<file path="src/rtl/jk_flop_bank.sv">
// Bank of WIDTH independent bistable cells with a bank-wide JK/SR/T/D mode select.
// Also provides synchronous clear, parallel load and clock enable, a sticky illegal-SR flag and per-bit change pulses.
module jk_flop_bank #(
    parameter int unsigned           WIDTH     = 8,
    parameter logic [WIDTH-1:0]      RESET_VAL = '0
) (
    input  logic             clk,
    input  logic             rst,
    input  logic             en,
    input  logic             clr,
    input  logic             load,
    input  logic [WIDTH-1:0] din,
    input  logic [1:0]       mode,
    input  logic [WIDTH-1:0] j,
    input  logic [WIDTH-1:0] k,
    input  logic             err_clr,
    output logic [WIDTH-1:0] q,
    output logic [WIDTH-1:0] q_n,
    output logic [WIDTH-1:0] err,
    output logic [WIDTH-1:0] changed
);

    typedef enum logic [1:0] {
        MODE_JK = 2'b00,
        MODE_SR = 2'b01,
        MODE_T  = 2'b10,
        MODE_D  = 2'b11
    } mode_e;

    mode_e            mode_sel;
    logic [WIDTH-1:0] cell_next;
    logic [WIDTH-1:0] illegal_sr;
    logic [WIDTH-1:0] err_set;
    logic [WIDTH-1:0] q_next;

    assign mode_sel = mode_e'(mode);

    always_comb begin
        cell_next  = q;
        illegal_sr = '0;
        for (int unsigned i = 0; i < WIDTH; i++) begin
            case (mode_sel)
                MODE_JK: begin
                    case ({j[i], k[i]})
                        2'b10:   cell_next[i] = 1'b1;
                        2'b01:   cell_next[i] = 1'b0;
                        2'b11:   cell_next[i] = ~q[i];
                        default: cell_next[i] = q[i];
                    endcase
                end
                MODE_SR: begin
                    case ({j[i], k[i]})
                        2'b10:   cell_next[i] = 1'b1;
                        2'b01:   cell_next[i] = 1'b0;
                        2'b11: begin
                            cell_next[i]  = q[i];
                            illegal_sr[i] = 1'b1;
                        end
                        default: cell_next[i] = q[i];
                    endcase
                end
                MODE_T:  cell_next[i] = q[i] ^ j[i];
                default: cell_next[i] = j[i];
            endcase
        end
    end

    // The error flag only records illegal SR inputs on edges where the mode update actually runs.
    always_comb begin
        err_set = '0;
        if (!clr && !load && en)
            err_set = illegal_sr;
    end

    always_comb begin
        if (clr)
            q_next = RESET_VAL;
        else if (load)
            q_next = din;
        else if (en)
            q_next = cell_next;
        else
            q_next = q;
    end

    always_ff @(posedge clk or negedge rst) begin
        if (!rst) begin
            q       <= RESET_VAL;
            err     <= '0;
            changed <= '0;
        end else begin
            q       <= q_next;
            changed <= q_next ^ q;
            // A new set outranks err_clr on the same edge.
            err     <= (err_clr ? '0 : err) | err_set;
        end
    end

    assign q_n = ~q;

endmodule

</file>
<file path="config.mk">
export PLATFORM = sky130hd
export DESIGN_NAME = jk_flop_bank
export DESIGN_NICKNAME = d
export VERILOG_FILES = /design/src/rtl/jk_flop_bank.sv
export SDC_FILE = /design/constraint.sdc
export NUM_CORES = 1
export LEC_CHECK = 0
export BUFFER_PORTS_ARGS = -buffer_cell sky130_fd_sc_hd__buf_4
export CAP_MARGIN = 30
export CORE_UTILIZATION = 30
export CTS_BUF_LIST = sky130_fd_sc_hd__clkbuf_16
export CTS_CLUSTER_DIAMETER = 60
export DETAILED_ROUTE_END_ITERATION = 6
export PLACE_DENSITY_LB_ADDON = 0.12
export SLEW_MARGIN = 20
export SYNTH_ARGS = -nofsm -noshare
export SYNTH_HDL_FRONTEND = slang
export SYNTH_SLANG_ARGS = --single-unit
</file>
<file path="constraint.sdc">
create_clock -name clk -period 1.4 [get_ports clk]
set_input_delay 0.28 -clock clk [delete_from_list [all_inputs] [get_ports clk]]
set_output_delay 0.28 -clock clk [all_outputs]
set_load 0.05 [all_outputs]
</file>
==> flow_summary.rst <==
.. list-table::
   :header-rows: 1

   * - Metric
     - Value
   * - Result of the run
     - completed
   * - Worst Slack Setup Final
     - ~0.017 ns
   * - Finish-stage setup viols
     - 0
   * - Synthesized cell area
     - 1940 um^2
   * - Core outline area
     - a little over 6000 um^2
   * - Register-to-Register Setup Slack
     - 0.10 ns
   * - Worst supply voltage drop on vdd
     - between 0.4 and 0.5 mV
   * - Average detailed-routed wire length per instance
     - approximately 15 um
   * - Maximum frequency from static timing analysis
     - slightly above 700 MHz
   * - Proportion of layout cells with a drive suffix above 1
     - 0.389
   * - Gr usage total
     - 0.180
   * - Number of fill cells in the layout
     - approximately 630
   * - Global-route wire length before repair
     - slightly above 9000 um
   * - Number of distinct library cells after synthesis
     - 48
   * - Initial antenna violation count
     - 0
   * - Most numerous cell in the Yosys netlist
     - inv_1
   * - Clock tree from TritonCTS
     - yes
   * - Input/output buffers
     - between 60 and 70
   * - Post-Synthesis Net Count
     - 281
   * - Share of synthesized area occupied by flip-flops and latches
     - 0.309
   * - Diodes inserted
     - 0
   * - #FFs+latches synth
     - 24
   * - Area added between synthesis and finish
     - 53.2%
   * - Combinational family with the most area after synthesis
     - compound AO/OA/AOI/OAI gates
   * - Metal2 WL
     - between 2000 and 3000 um
   * - Number of top-level pins
     - between 60 and 70
   * - Initial cell density of the core
     - 0.319
   * - HPWL after detailed placement
     - 4690 um
   * - Worst hold slack
     - between 0.2 and 0.3 ns
   * - Die area
     - approximately 6800 um^2
   * - Final min period
     - between 1 and 1.5 ns
   * - Number of vias per cell
     - 5.01
   * - Largest net degree at the start of global routing
     - 25
   * - Xor-xnor portion of the synthesized cell area
     - 0.00450
   * - Worst setup slack before clock tree synthesis
     - -0.311 ns
   * - Fin crit share
     - 0.988
   * - Clock-pin slew on the worst setup and hold paths
     - 0.07 ns
   * - Post-synthesis share of cell area spent on full adders, half adders and majority gates
     - 0.103
   * - GR Overflow Total
     - 0
   * - Vias in the first global route
     - between 1500 and 2000
   * - Leakage power total
     - roughly 0.0014 uW
   * - Design Area, Final
     - about 3000 um^2
   * - Per-instance average area after synthesis
     - 8.34 um^2
   * - CTS sink count
     - 24
   * - Gp weighted congestion
     - ~0.81
   * - Cell taking the most area after synthesis
     - dfrtp_1
   * - Number of buffers on the longest clock path
     - 2
   * - Count of H-tree levels built during CTS
     - 1
   * - Clock buffer count from CTS
     - 3
   * - Most common library cells after synthesis
     - 33 x inv_1, 24 x dfrtp_1, 18 x a21oi_1, 18 x o21ai_0, 16 x ha_1
   * - Total wire length
     - slightly below 6000 um
   * - Proportion of netlist area held by the largest area contributor
     - 0.309
   * - Final Max Slew Viols
     - 0
   * - Number of synthesis warnings
     - 0
   * - Arrival time reported for the critical path endpoint
     - roughly 1.5 ns
   * - Worst Path Class, Setup
     - in2reg
   * - Ordered cell list for the critical path
     - buf_4, inv_1, ha_4, inv_1, a32o_1, o311a_1, mux2_2
   * - Mux contribution to synthesized area
     - 0.00579
   * - Top routing layer used
     - met4
   * - Count of mapped cells out of synthesis
     - 233
   * - Predominant post-synthesis flop cell
     - dfrtp_1
   * - Number of design rule violations left after detail routing
     - 0
   * - Met3 routed wirelength
     - around 320 um
   * - Nets
     - between 300 and 400
   * - Detailed-routing iteration count for the pre-antenna-repair pass
     - 4
   * - Most frequent cell on the critical path
     - inv_1
   * - Clock root buffer
     - clkbuf_16
   * - CP peak stage delay
     - around 0.3 ns
   * - Initial drt markers
     - roughly 50
   * - Floorplan row count
     - 28
   * - Compound-Gate Fraction of Synth Area
     - 0.285
   * - Classification of the worst-slack hold path
     - in2reg
   * - Worst slew margin relative to its limit
     - 0.770
   * - Pin slew with the least headroom to its limit
     - 0.336 ns
   * - Number of flops mapped to enable cells by yosys
     - 0
   * - Floorplan die height
     - 82.5 um
   * - Routed metal-1 wirelength
     - approximately 2800 um
   * - Crit path max-delay cell type
     - o311a_1
   * - Detailed-route via count
     - just over 2000
   * - Critical Path Start Type
     - input port
   * - Pwr per Cell Area
     - around 800 nW/um^2
   * - Critical-path maximum fanout
     - 2
   * - Number of setup buffers added after CTS
     - 0
   * - Final ANT Viol Nets
     - 0
   * - Data required, critical path
     - around 1.6 ns
   * - Top area cells in the synthesized netlist
     - dfrtp_1 31%, ha_1 10%, inv_1 6.4%
   * - MaxCap Viol Count
     - 0
   * - Insertion delay to the later sink of the worst-skew pair
     - between 0.2 and 0.3 ns
   * - Die X
     - between 80 and 90 um
   * - Worst clock skew
     - 0.00404 ns
   * - Worst Setup End Kind
     - flop
   * - Cell Area, Placed
     - approximately 2800 um^2
   * - Post-synthesis simple-gate area fraction
     - 0.203
   * - Finished Core Util
     - 0.489
   * - Final hold violation count
     - 0
   * - RSZ-0062 raised after global routing
     - true
   * - Fraction of registers with async set/reset
     - 1.00
==> layer usage <==
metal	vias up	track usage
met5	-	0
met4	0	0.0310
met3	4	0.0308
met2	55	0.311
met1	956	0.237
li1	1036	-
==> per-stage QoR <==
step           power, uW  TNS [ns]  instances
2_1_floorplan       1310    -0.573        233
4_1_cts             2370         0        409
3_5_place_dp        1710     -2.83        404
3_3_place_gp        1700     -2.77        404
6_report            2380         0        409
5_1_grt             2500   -0.0291        409
==> cell usage in the layout (no fill, tap or decap), types with 3 or more instances in the layout <==
cell type	synthesis	layout
nor2b_1	13	12
dfrtp_2	0	6
a21oi_1	18	17
buf_4	0	106
nand2b_1	7	7
o31a_1	3	3
o221ai_1	4	4
dfrtp_1	24	18
o21ai_0	18	17
ha_1	16	11
clkbuf_16	0	3
a31oi_1	3	3
nor2_1	10	10
a211oi_1	3	3
inv_1	33	29
o311a_1	3	3
ha_4	0	5
nor3b_1	5	5
o21a_1	6	6
nand2_1	15	15
==> sequential cells by signal (all words and copies together) (netlist names) <==
signal	count
err	8
q	8
changed	8
==> report_power, final <==
group          internal [uW]  switching [uW]
sequential               745            38.7
clock                    383             276
combinational            380             555
total                   1510             870
==> final timing paths <==
check | start | end | depth (start not counted)
setup / recovery | k[2] | changed[2] | 7
hold / removal | err_clr | err[6] | 2
setup reg to reg | q[2] | changed[2] | 4
hold reg to reg | err[5] | err[5] | 2
max in group asynchronous | rst | q[5] | 2
min in group asynchronous | rst | q[0] | 2
==> logic make-up after synthesis <==
group,after synthesis
DFF,24
muxes,1
buffers and inverters,43
adders and majority gates,16
and+or+nand+nor,67
AOI/OAI and AO/OA,81
xor gates and xnor gates,1
==> final cells by class <==
| cell class | count | area [um^2] | share of cell area |
|---|---|---|---|
| Tap cell | 75 | 93.8 | 0.0315 |
| Timing Repair Buffer | 107 | 806 | 0.271 |
| Clock buffer | 3 | 75.1 | 0.0252 |
| Sequential cell | 24 | 608 | 0.204 |
| Clock inverter | 1 | 3.75 | 0.00126 |
| Multi-Input combinational cell | 166 | 1260 | 0.423 |
| Inverter | 33 | 131 | 0.0441 |
==> what timing repair did <==
item / 4_1_cts / 5_1_grt
gates resized for setup: 1 / 7
hold buffers: 1 / 0
pin swaps: 3 / 2
endpoints found under the setup margin: 2 / 6
hold endpoints to repair: 24 / 0
==> critical path: cells and delay by family <==
family,cells,cell delay (ns)
compound gates,2,0.55
fa+ha+maj,1,0.27
buf+inv,3,0.19
mux,1,0.26
(Power assumes the default switching activity.)
